`src/rtl/conv_pkg.sv`:
```
// conv_pkg: shared state encoding, default geometry and data widths for the conv engine
package conv_pkg;
    typedef enum logic [1:0] {S_LOAD, S_COMPUTE, S_OUTPUT} state_t;
    localparam int N_DEF  = 8;
    localparam int F_DEF  = 4;
    localparam int DW_IN  = 8;
    localparam int DW_OUT = 18;
endpackage

```
`src/rtl/mod_counter.sv`:
```
// mod_counter: up-counter with synchronous clear, enable and terminal-count flag
module mod_counter
    import conv_pkg::*;
#(
    parameter int W   = 4,
    parameter int MAX = 8
) (
    input  logic         i_clk,
    input  logic         i_rst,
    input  logic         i_clr,
    input  logic         i_en,
    output logic [W-1:0] o_q,
    output logic         o_tc
);
    always_ff @(posedge i_clk or posedge i_rst)
        if (i_rst)      o_q <= '0;
        else if (i_clr) o_q <= '0;
        else if (i_en)  o_q <= o_q + W'(1);
    assign o_tc = (o_q == W'(MAX));
endmodule

```
`src/rtl/conv_sequencer.sv`:
```
// conv_sequencer: load/compute/output control for the 8x4 conv datapath
// Drives memory addresses, write enables, accumulator clear/enable and the y handshake.
module conv_sequencer
    import conv_pkg::*;
#(
    parameter int N    = N_DEF,
    parameter int F    = F_DEF,
    parameter int LOGN = $clog2(N),
    parameter int LOGF = $clog2(F)
) (
    input  logic            clk,
    input  logic            reset,
    input  logic            s_valid_x,
    output logic            s_ready_x,
    input  logic            s_valid_f,
    output logic            s_ready_f,
    output logic [LOGN-1:0] addr_x,
    output logic            wr_en_x,
    output logic [LOGF-1:0] addr_f,
    output logic            wr_en_f,
    output logic            clr_acc,
    output logic            en_acc,
    output logic            m_valid_y,
    input  logic            m_ready_y
);
    localparam int WX = LOGN + 1;
    localparam int WF = LOGF + 1;

    state_t          r_state;
    logic [WX-1:0]   w_wx, w_k;
    logic [WF-1:0]   w_wf, w_j;
    logic            w_wx_tc, w_wf_tc, w_k_tc, w_j_tc;
    logic            w_load, w_comp, w_out;
    logic            w_x_done, w_f_done, w_hs, w_batch_end;
    logic [LOGN-1:0] w_rd_x;

    assign w_load = (r_state == S_LOAD);
    assign w_comp = (r_state == S_COMPUTE);
    assign w_out  = (r_state == S_OUTPUT);

    // ready is forced low for the whole time reset is held, not just after the first edge
    assign s_ready_x = ~reset & w_load & ~w_wx_tc;
    assign s_ready_f = ~reset & w_load & ~w_wf_tc;
    assign wr_en_x   = s_valid_x & s_ready_x;
    assign wr_en_f   = s_valid_f & s_ready_f;

    assign w_x_done    = w_wx_tc | (wr_en_x & (w_wx == WX'(N - 1)));
    assign w_f_done    = w_wf_tc | (wr_en_f & (w_wf == WF'(F - 1)));
    assign w_hs        = w_out & m_ready_y;
    assign w_batch_end = w_hs & w_k_tc;

    mod_counter #(.W(WX), .MAX(N)) u_wx (
        .i_clk(clk), .i_rst(reset), .i_clr(w_batch_end), .i_en(wr_en_x), .o_q(w_wx), .o_tc(w_wx_tc)
    );
    mod_counter #(.W(WF), .MAX(F)) u_wf (
        .i_clk(clk), .i_rst(reset), .i_clr(w_batch_end), .i_en(wr_en_f), .o_q(w_wf), .o_tc(w_wf_tc)
    );
    mod_counter #(.W(WX), .MAX(N - F)) u_k (
        .i_clk(clk), .i_rst(reset), .i_clr(w_batch_end), .i_en(w_hs & ~w_k_tc), .o_q(w_k), .o_tc(w_k_tc)
    );
    mod_counter #(.W(WF), .MAX(F)) u_j (
        .i_clk(clk), .i_rst(reset), .i_clr(~w_comp), .i_en(w_comp & ~w_j_tc), .o_q(w_j), .o_tc(w_j_tc)
    );

    // j runs one past the last tap so the final product lands after the 1-cycle memory read
    assign w_rd_x    = w_k[LOGN-1:0] + LOGN'(w_j);
    assign addr_x    = w_load ? w_wx[LOGN-1:0] : w_rd_x;
    assign addr_f    = w_load ? w_wf[LOGF-1:0] : w_j[LOGF-1:0];
    assign clr_acc   = w_comp & (w_j == '0);
    assign en_acc    = w_comp & (w_j != '0);
    assign m_valid_y = w_out;

    always_ff @(posedge clk or posedge reset)
        if (reset) r_state <= S_LOAD;
        else case (r_state)
            S_LOAD:    if (w_x_done & w_f_done) r_state <= S_COMPUTE;
            S_COMPUTE: if (w_j_tc) r_state <= S_OUTPUT;
            S_OUTPUT:  if (m_ready_y) r_state <= w_k_tc ? S_LOAD : S_COMPUTE;
            default:   r_state <= S_LOAD;
        endcase
endmodule

```
`config.mk`:
```
export PLATFORM = sky130hd
export DESIGN_NAME = conv_sequencer
export DESIGN_NICKNAME = d
export VERILOG_FILES = /design/src/rtl/conv_pkg.sv /design/src/rtl/mod_counter.sv /design/src/rtl/conv_sequencer.sv
export SDC_FILE = /design/constraint.sdc
export NUM_CORES = 1
export LEC_CHECK = 0
export BUFFER_PORTS_ARGS = -buffer_cell sky130_fd_sc_hd__buf_2
export CORE_ASPECT_RATIO = 0.9
export CORE_MARGIN = 3
export CORE_UTILIZATION = 35
export CTS_BUF_LIST = sky130_fd_sc_hd__clkbuf_16
export DETAILED_ROUTE_END_ITERATION = 10
export GPL_TIMING_DRIVEN = 1
export HOLD_SLACK_MARGIN = 0.12
export PLACE_DENSITY = 0.6
export SYNTH_ARGS = -nofsm -noshare
export SYNTH_HDL_FRONTEND = slang
export SYNTH_SLANG_ARGS = --single-unit
```
`constraint.sdc`:
```
create_clock -name clk -period 1.95 [get_ports clk]
set_input_delay 0.195 -clock clk [delete_from_list [all_inputs] [get_ports clk]]
set_output_delay 0.195 -clock clk [all_outputs]
set_load 0.02 [all_outputs]
```
==> run summary, run 1 <==
The run finished with clean final reports. The logs give 0 for the number of synthesis warnings and 1 for the maximum level of the CTS H-tree. The HPWL after detailed placement is 1840 µm. The share of the synthesized area in the top cell type is 36.4%, and the slack of the worst reg-to-reg path is 0.31 ns.

The count of inserted antenna diode cells was 0; the pin count of the biggest net entering global routing was 17. The tools report the routed wire length as 2430 µm. The number of nets handed over by synthesis was 139. After synthesis, the cell types taking the most area are dfrtp_1, ha_1, o21ai_0.

The count of non-filler cells in the finished layout came out at 182. Along the worst path, the maximum fanout reaches 2. The launch point of the worst path was u_k.o_q[0].

The share of async-settable or async-resettable flops after synthesis is 100%, and the initial core utilization is 38.4%. Worst vdd rail ir drop: 502 µV. After detailed routing, the average wire length per cell comes to 13.4 µm. The worst setup path is launched from a flip-flop. Counting along the longest clock path gives a buffer depth of 2. The total count of hold-check failures in the final report is 0.

For the worst setup path, the data required time is 1.75 ns. The run gives 0.000657 µW as the leakage dissipation. Dividing the detail-routed via count by the number of cells gives 5.14. Among all flip-flop cells after synthesis, the most frequent one is dfrtp_1. Static timing analysis puts the maximum clock frequency at 0.516 GHz.

Total power density per cell area: 1040 nW/µm². Final hold slack: 0.100 ns. For the number of global-route vias before repair, the log shows 897.

Number of cells after detailed placement: 176. The run gives 0.24 ns as the clock latency on the worst-skew pair. The post-synthesis cell count is 123.

Cells with a size suffix above 1 make up 21.1% of the layout. The tree built by TritonCTS fans out to 16 sinks. On the final layout, the worst clock skew is 0.000761 ns. The tools report the portion of the post-synthesis area used by sequential elements as 36.4%. In this run, post-CTS hold repair placed 0 buffers.

The number of enable-type register cells in the synthesized netlist is 0, and the number of antenna violations at the first check in global routing is 0. The number of antenna-violating nets in the routed design came out at 0. The logs give 35 for the number of library cell types mapped by synthesis and 0 for the count of unresolved DRC violations after routing. Library cell occupying the most area in the post-synthesis netlist: dfrtp_1. The number of setup violations in the final report was 0.

The transition time at the pin with the least slew margin was 0.654 ns; the quantity of I/O buffers inserted on ports was 16. Global routing used 14.1% of the available tracks. The worst setup path is captured at an output pin. The first global-routing pass estimated 4220 µm of wire. The tools report the floorplan row count as 18. The worst register-to-register path begins at r_state[0]. In this run the worst hold path is classified as primary input to asynchronous set/reset pin. The root cell of the clock tree is clkbuf_16. TritonCTS built the clock tree. The tools report the number of pins with negative max-slew slack in the final report as 0. At the end of routability-driven placement, the weighted congestion stood at 0.864.

The start-to-end type of the worst setup path is flip-flop to output pin. The floorplan step defined a die boundary enclosing 3850 µm². Following the worst setup path forward leads to its endpoint at addr_x[2].

The synthesized netlist occupies a cell area of 1100 µm². The net total in the final layout is 160, and the number of storage elements in the synthesis netlist is 16. The first TritonRoute pass finished after 4 iterations.

The depth of the most critical reg-to-reg path is 3. The final critical-path required period works out to 1.94 ns. Fill cells in the final layout number 306. The core area was 2860 µm². From bottom edge to top edge, the die measures 59.2 µm. In this run the critical register-to-register path is captured at u_wx.o_q[0].

Leaving out fill and tap cells, the most frequent cells in the layout are inv_1, dfrtp_1, buf_2, o21ai_0, ha_1. The slowest cell on the critical path is dfrtp_1. Measured along the x axis, the die boundary spans 65.1 µm. Clock-pin slew was measured on the worst setup and hold paths at 0.05 ns. The share of the cycle needed by the critical path after routing is 99.4%.

The critical path goes through ha_1, inv_1, fa_2, xnor2_2, xnor2_1, a21oi_1, buf_4. During I/O placement, the number of pins put on the boundary was 17. A synthesized cell averages 8.93 µm².

The largest single stage delay on the critical path is 0.36 ns. Headroom to the max-slew limit came out at 56.4%. Summed over all layers, the global routing overflow is 0.

The tool flagged a number of max-cap violations equal to 0. Setup repair after global routing could not meet its margin everywhere. The layout overhead on the synthesized area is 22.3%.

For the worst setup path, the data arrival time is 1.74 ns. In this run, the number of DRC markers left after iteration 0 of detailed routing was 39. The run gives 3 as the number of clock buffers inserted by TritonCTS. Count of vias placed by the detailed router: 935.
metal layers:
layer,up-vias,share of wire [%],routed length [µm],GRT usage [%]
met2,15,48,1170,22.7
met1,452,47,1140,19.2
met3,2,4.4,108,4.55
li1,466,-,-,-
met5,-,0,0,0
met4,0,0.49,12,1.78
worst min path at each step:
stage,cells after the start,to
finish,2,u_wx.o_q[3]
global route,2,u_wx.o_q[3]
CTS,2,u_wx.o_q[3]
detailed placement,2,u_wx.o_q[3]
global placement,2,u_wx.o_q[3]
floorplan,1,r_state[0]
per-stage QoR:
| step | instance area (µm²) | setup slack, ns | utilization (%) | setup TNS [ns] | total power (µW) |
|---|---|---|---|---|---|
| floorplan | 1110 | 0.164 | - | 0 | 835 |
| global placement | 1230 | 0.209 | 43.0 | 0 | 962 |
| detailed placement | 1230 | 0.180 | 43.0 | 0 | 984 |
| CTS | 1340 | 0.00867 | 46.7 | 0 | 1400 |
| global route | 1340 | -0.0781 | 47.0 | -0.0781 | 1490 |
| finish | 1340 | 0.0113 | 47.0 | 0 | 1390 |
what timing repair did:
action,4_1_cts,5_1_grt
endpoints found under the hold margin,0,0
gates resized for setup,4,1
setup endpoints to repair,2,3
buffers inserted,2,1
pin swaps,0,2
Yosys cell counts, drive strengths merged, types with 2 or more instances:
| cell | number |
|---|---|
| o21ai | 13 |
| nor2 | 7 |
| a22o | 2 |
| nand2 | 9 |
| or3 | 4 |
| nor2b | 2 |
| inv | 16 |
| nand3 | 3 |
| nand3b | 4 |
| dfrtp | 16 |
| nor3 | 2 |
| xnor2 | 3 |
| buf | 2 |
| clkbuf | 2 |
| and3b | 2 |
| ha | 10 |
| nand4 | 3 |
| a21oi | 7 |
sequential cells by signal (all words and copies together), names as in the netlist:
register and cells:
u_wf.o_q 3, u_wx.o_q 4, u_j.o_q 3, r_state 2, u_k.o_q 4
cell type report:
cell class	count	area [µm²]	share of cell area, %
multi-input cells	87	646	48.0
flip-flops and latches	16	400	29.8
repair buffers	20	113	8.38
clock buffers	3	75.1	5.59
inverters	16	60.1	4.47
well taps	40	50.0	3.72
where the power goes:
group	total [µW]	switching [µW]	internal, µW	leakage (µW)
Combinational	503	277	226	0.000419
Clock	400	130	269	0.0000370
Sequential	491	90.2	401	0.000201
kinds of logic after synthesis:
| logic type | count (synthesis) | share of synthesized area (%) |
|---|---|---|
| AOI/OAI and AO/OA | 29 | 16.7 |
| xor gates and xnor gates | 3 | 2.39 |
| adders and majority gates | 11 | 13.2 |
| buffers and inverters | 20 | 7.06 |
| DFF | 16 | 36.4 |
| muxes | 2 | 1.94 |
| and+or+nand+nor | 42 | 22.2 |
worst max-delay path, delay by kind of cell, from the launching register on:
family | cells | cell delay (ns)
xor gates and xnor gates | 2 | 0.28
DFF | 1 | 0.36
AOI/OAI and AO/OA | 1 | 0.13
adders and majority gates | 2 | 0.51
buffers and inverters | 2 | 0.21
Power figures use the tool's default switching activity.
==> inputs of run 2 (changes only) <==
- CTS_BUF_LIST: sky130_fd_sc_hd__clkbuf_16 -> sky130_fd_sc_hd__clkbuf_4
- SLEW_MARGIN: unset -> 30
==> run 2 against run 1 <==
  * Die area unchanged
  * Final area fell by 1.3%
  * Global-route usage is essentially flat
  * Largest cell class unchanged
  * Clock skew rose by 0.0014 ns
  * Critical endpoint unchanged
  * The flow now finishes with violations (negative setup slack)
  * Register-to-register slack lost 0.02 ns
==> run summary, run 2 (same netlist as run 1, synthesis figures left out) <==
The final reports fail on negative setup slack. The first-pass GRT wire length was 4170 µm (-0.97%). The count of unresolved DRC violations after routing was 0 (unchanged).

The worst setup path is captured at an output pin. The number of cells after detailed placement was 176 (unchanged). TritonCTS built the clock tree. The clock-pin slew on the worst setup and hold paths is 0.10 ns (+0.05 ns), and the detail-routed net length per standard cell is 13.1 µm (-2.3%). For the net total in the final layout, the log shows 164 (+2.5%). The overall routing resource usage is 14.2% (+0.040 points), and the share of the cycle needed by the critical path after routing is 100% (+0.65 points).

Initial DRC count: 26 (-33%). The count of non-filler cells in the finished layout is 186 (+2.2%). Setup repair after global routing could not meet its margin everywhere.

The largest driver fanout on the critical path works out to 2 (unchanged). The run finished, with violations left. The run gives 38.4% (unchanged) as the initial core utilization. In the final layout, the registers with the most flip-flops are u_k.o_q (4), u_wx.o_q (4). The share of layout cells above drive strength 1 is 22.6% (+1.5 points), and the maximum clock path buffer count is 2 (unchanged). The quantity of I/O buffers inserted on ports was 16 (unchanged); the total power density per cell area was 923 nW/µm² (-11%). The cell sitting at the root of the clock tree is a clkbuf_4. The logs give 2860 µm² (unchanged) for the core area and 0.512 GHz (-0.65%) for the achievable frequency. Worst vdd rail ir drop: 372 µV (-26%). Start-to-end type of the worst setup path: flip-flop to output pin.

STA classifies the critical path startpoint as a flip-flop. The maximum level of the CTS H-tree was 1 (unchanged); the area of the die was 3850 µm² (unchanged). The transition time at the pin with the least slew margin is 0.649 ns (-0.00534 ns), and the total count of hold-check failures in the final report is 0 (unchanged). For the number of sinks on the clock net, the log shows 16 (unchanged).

For the number of placed I/O pins, the log shows 17 (unchanged). In the layout the commonest cells are inv_1, dfrtp_1, buf_2, o21ai_0, ha_1. The HPWL after detailed placement came out at 1840 µm (unchanged). The total overflow reported by the global router was 0 (unchanged); the number of search-and-repair iterations in the first detailed-routing pass was 4 (unchanged). The weighted congestion reported at the end of routability-driven placement came out at 0.864 (unchanged).

The worst-case setup slack after placement was 0.180 ns (unchanged); the clock skew after layout was 0.00212 ns (+0.00136 ns). Endpoint required time on the critical path: 1.75 ns (about the same). The tools report the number of clock buffers inserted by TritonCTS as 3 (unchanged). The tools report the final worst setup slack as -0.00136 ns (-0.0126 ns). The logs give -0.00136 ns (-0.00136 ns) for the final setup TNS and 0.000647 µW (-1.6%) for the leakage dissipation. The routed wire length was 2430 µm (-0.12%); the layout filler cell count was 316 (+3.3%). The final critical-path required period was 1.95 ns (+0.0126 ns); the number of global-route vias before repair was 909 (+1.3%). The tools report the floorplan row count as 18 (unchanged). The y dimension of the die is 59.2 µm (unchanged). The clock latency on the worst-skew pair is 0.29 ns (+0.05 ns). For the number of max-capacitance violations reported, the log shows 0 (unchanged).

The worst hold path belongs to the class primary input to flip-flop. Worst slew slack as a fraction of its limit: 56.7% (+0.36 points). The vias per cell is 5.08 (-1.1%), and the die boundary width is 65.1 µm (unchanged). The logs give 0 (unchanged) for the count of inserted antenna diode cells and 1.76 ns (+0.02 ns) for the data arrival time at the worst-slack endpoint. The tools report the number of antenna violations at the first check in global routing as 0 (unchanged).

The logs give 17 (unchanged) for the pin count of the biggest net entering global routing and 1 (+1) for the number of setup violations in the final report. Number of pins with negative max-slew slack in the final report: 0 (unchanged). For the count of vias placed by the detailed router, the log shows 945 (+1.1%). For the number of antenna-violating nets in the routed design, the log shows 0 (unchanged). Post-route core utilization: 46.4% (-0.61 points).

The layout overhead on the synthesized area came out at 20.7%.
==> run 2: per-stage QoR <==
| step | hold WS (ns) | power [µW] | instance area, µm² |
|---|---|---|---|
| after CTS | 0.192 | 1210 | 1300 |
| after global placement | 0.392 | 962 | 1230 |
| after detailed placement | 0.389 | 984 | 1230 |
| after global routing | 0.196 | 1320 | 1330 |
| after floorplan | 0.109 | 835 | 1110 |
| final | 0.207 | 1220 | 1330 |
==> run 2: repair_timing <==
action,4_1_cts,5_1_grt
setup buffers,4,2
hold buffers,1,0
setup endpoints to repair,3,3
pin swaps,2,3
gates cloned,0,0
resized for setup,4,3
hold endpoints to repair,16,0
==> run 2: report_power, final <==
group	leakage, µW	internal (µW)	switching, µW
Sequential	0.000201	399	80.2
Combinational	0.000432	266	298
Clock	0.0000138	71.9	110
Total	0.000647	736	488
==> run 2: final timing paths <==
path | startpoint | endpoint | slack [ns] | depth (start not counted)
setup / recovery | u_k.o_q[0] | addr_x[2] | -0.001 | 7
hold / removal | m_ready_y | r_state[1] | 0.21 | 3
setup reg to reg | r_state[0] | u_wx.o_q[0] | 0.29 | 3
hold reg to reg | u_k.o_q[3] | u_k.o_q[3] | 0.52 | 2
max in group asynchronous | reset | u_j.o_q[0] | 0.94 | 3
min in group asynchronous | reset | u_wx.o_q[3] | 0.60 | 3
==> run 2: final cells by class <==
| type | count | area, µm² | area share (%) |
|---|---|---|---|
| Inverter | 16 | 60.1 | 4.53 |
| Tap cell | 40 | 50.0 | 3.77 |
| Sequential cell | 16 | 400 | 30.2 |
| Clock buffer | 3 | 22.5 | 1.70 |
| Multi-Input combinational cell | 87 | 642 | 48.4 |
| Timing Repair Buffer | 24 | 151 | 11.4 |
==> run 2: critical path: stages, from the launching register on <==
cell     delay (ns)
dfrtp_1        0.37
ha_1           0.15
inv_1          0.05
fa_2           0.33
xnor2_1        0.19
xnor2_1        0.08
a21oi_1        0.13
buf_4          0.16
==> run 2: per-layer routing <==
layer,GRT usage (%),up-vias,part of all wire (%)
met3,4.93,4,3.8
met1,18.7,451,48
li1,-,477,-
met4,3.55,0,1.0
met2,22.3,13,47
met5,0,-,0
==> inputs of run 3 (changes only) <==
- SETUP_SLACK_MARGIN: unset -> 0.1
==> run 3 against run 2 <==
  * The flow now finishes without violations
  * Combinational power up 4.1%
  * Critical path depth unchanged
  * Utilization up 2.4 points
  * Clock skew about the same
  * Hold slack worse by 0.0092 ns
  * Non-clock buffer count up 6
  * Largest power group unchanged
==> run summary, run 3 (same netlist as run 1, synthesis figures left out) <==
The final worst setup slack was 0.00682 ns (+0.00818 ns). The clock skew after layout is 0.00245 ns (+0.000331 ns), and the data arrival time at the worst-slack endpoint is 1.75 ns (about the same). The first-pass GRT wire length was 4220 µm (+1.1%). The achievable frequency was 0.515 GHz (+0.42%); the initial core utilization was 38.4% (unchanged). Setup repair after global routing could not meet its margin everywhere.

The number of max-capacitance violations reported was 0 (unchanged). The global routing stage identified its most utilized layer as met2. The count of unresolved DRC violations after routing is 0 (unchanged), and the overall routing resource usage is 14.3% (+0.12 points). The run gives 403 µm² (+0.62%) as the sequential cell area. The worst-case setup slack after placement was 0.180 ns (unchanged); the delay contributed by the slowest stage of the critical path was 0.37 ns (about the same).

For the number of antenna-violating nets in the routed design, the log shows 0 (unchanged). The tree is rooted in a clkbuf_4. STA classifies the critical path startpoint as a flip-flop. Footprint of the multi-input gates: 647 µm² (+0.78%). The largest delay contributor family on the critical path was adder cells.

For the net total in the final layout, the log shows 170 (+3.7%). The run finished with clean final reports. The run gives 16 (unchanged) as the number of sinks on the clock net. The detail-routed net length per standard cell works out to 13.1 µm (+0.50%). The number of search-and-repair iterations in the first detailed-routing pass was 4 (unchanged). The tools report the area of the die as 3850 µm² (unchanged). The critical path buffer and inverter count was 2 (unchanged); the met3 track utilization from global routing was 5.12% (+0.19 points). The y dimension of the die came out at 59.2 µm (unchanged).

On the critical path, the stage with the largest delay is an instance of dfrtp_1. The logs give 1 (unchanged) for the maximum level of the CTS H-tree and 0.29 ns (about the same) for the clock latency on the worst-skew pair. The run gives 925 (+1.8%) as the number of global-route vias before repair. The logs give 303 (-4.1%) for the layout filler cell count and 28 (+7.7%) for the initial DRC count. STA classifies the critical path endpoint as an output pin. The number of antenna violations at the first check in global routing was 0 (unchanged); the worst vdd rail ir drop was 369 µV (-0.96%). The clock-pin slew on the worst setup and hold paths is 0.10 ns (about the same), and the routed wire length is 2520 µm (+3.7%).

The vias per cell was 5.10 (+0.46%). The run gives 18.4% (-0.35 points) as the met1 track demand over resource in global routing. The quantity of I/O buffers inserted on ports came out at 16 (unchanged). The run gives 23.0% (+0.73 points) as the met2 track demand over resource. Number of pins with negative max-slew slack in the final report: 0 (unchanged). In the layout the commonest cells are inv_1, buf_4, dfrtp_1, o21ai_0, buf_2. The share of layout cells above drive strength 1 works out to 28.3% (+5.7 points).

Leaving out fill and tap cells, the most frequent cell in the layout is inv_1. The count of vias placed by the detailed router is 980 (+3.7%), and the transition time at the pin with the least slew margin is 0.644 ns (-0.00448 ns). The layout overhead on the synthesized area was 26.9%. The critical path in this run is classified as flip-flop to output pin. The number of clock buffers inserted by TritonCTS was 3 (unchanged). Final hold slack: 0.198 ns (-0.00924 ns).

The endpoint required time on the critical path was 1.75 ns (about the same); the floorplan row count was 18 (unchanged). Maximum clock path buffer count: 2 (unchanged). Worst min-delay path category: primary input to flip-flop. In the final layout, the registers with the most flip-flops are u_k.o_q (4), u_wx.o_q (4).

The final critical-path required period came out at 1.94 ns (-0.00818 ns). The tools report the pin count of the biggest net entering global routing as 17 (unchanged). The tools report the worst slew slack as a fraction of its limit as 57.0% (+0.30 points). The cell repeated most along the worst path is xnor2_1. TritonCTS built the clock tree. The number of setup violations in the final report is 0 (-1), and the total count of hold-check failures in the final report is 0 (unchanged).

The critical path goes through ha_1, inv_1, fa_2, xnor2_1, xnor2_1, a21oi_1, buf_4. The HPWL after detailed placement came out at 1840 µm (unchanged). The die boundary width was 65.1 µm (unchanged).

For the core area, the log shows 2860 µm² (unchanged). The run gives 0.864 (unchanged) as the weighted congestion reported at the end of routability-driven placement. The largest driver fanout on the critical path is 2 (unchanged), and the count of inserted antenna diode cells is 0 (unchanged). The run gives 17 (unchanged) as the number of placed I/O pins. The leakage dissipation came out at 0.000676 µW (+4.5%). The total power density per cell area came out at 896 nW/µm² (-2.9%).

The share of the cycle needed by the critical path after routing is 99.7% (-0.42 points), and the total overflow reported by the global router is 0 (unchanged).
==> run 3: cell types whose count changed in the layout (fill, tap and decap cells not counted) <==
cell	change
buf_4	+7
dfrtp_2	+2
dfrtp_1	-2
ha_1	-2
buf_6	+2
buf_2	-3
ha_2	+2
==> run 3: layout make-up <==
cell class / count / area share (%)
tap: 40 / 3.59
multi-input combinational: 87 / 46.4
timing repair buffer: 30 / 15.2
inverter: 16 / 4.31
sequential: 16 / 28.9
clock buffer: 3 / 1.62
==> run 3: layer usage <==
layer	up-vias	share of wire (%)
met5	-	0
met4	0	0.99
met3	4	5.2
met2	17	48
met1	468	46
li1	491	-
==> run 3: where the power goes <==
part | leakage [µW] | switching [µW] | internal [µW]
Sequential | 0.000198 | 79.5 | 399
Clock | 0.0000138 | 112 | 72.0
Combinational | 0.000464 | 302 | 283
Total | 0.000676 | 494 | 755
==> run 3: path summary, 6_finish.rpt <==
kind / start / endpoint / slack (ns) / cells past startpoint
worst max-delay path: u_j.o_q[0] / addr_x[2] / 0.007 / 7
worst min-delay path: m_ready_y / r_state[1] / 0.20 / 3
worst max register to register: u_k.o_q[0] / u_wf.o_q[0] / 0.25 / 7
worst min register to register: u_k.o_q[3] / u_k.o_q[3] / 0.52 / 2
max in group asynchronous: reset / r_state[1] / 0.91 / 3
min in group asynchronous: reset / u_wx.o_q[3] / 0.59 / 3
==> run 3: repair_timing <==
action,in CTS,in global routing
setup endpoints to repair,4,5
buffers inserted,5,7
gates resized for setup,9,7
pin swaps,5,4
endpoints found under the hold margin,16,0
hold buffers,1,0
==> run 3: per-stage QoR <==
step                      setup TNS (ns)  std cells  util [%]  instance area, µm²  total power [µW]
final                                  0        192      48.7                1390              1250
after detailed placement               0        176      43.0                1230               984
after global routing              -0.105        192      48.7                1390              1340
after global placement                 0        176      43.0                1230               962
after floorplan                        0        123         -                1110               835
after CTS                        -0.0129        185      46.2                1320              1240
==> run 3: tightest hold or removal path, cell delays in order <==
cell and delay [ns]:
buf_2 0.11, inv_1 0.04, o2bb2ai_1 0.11
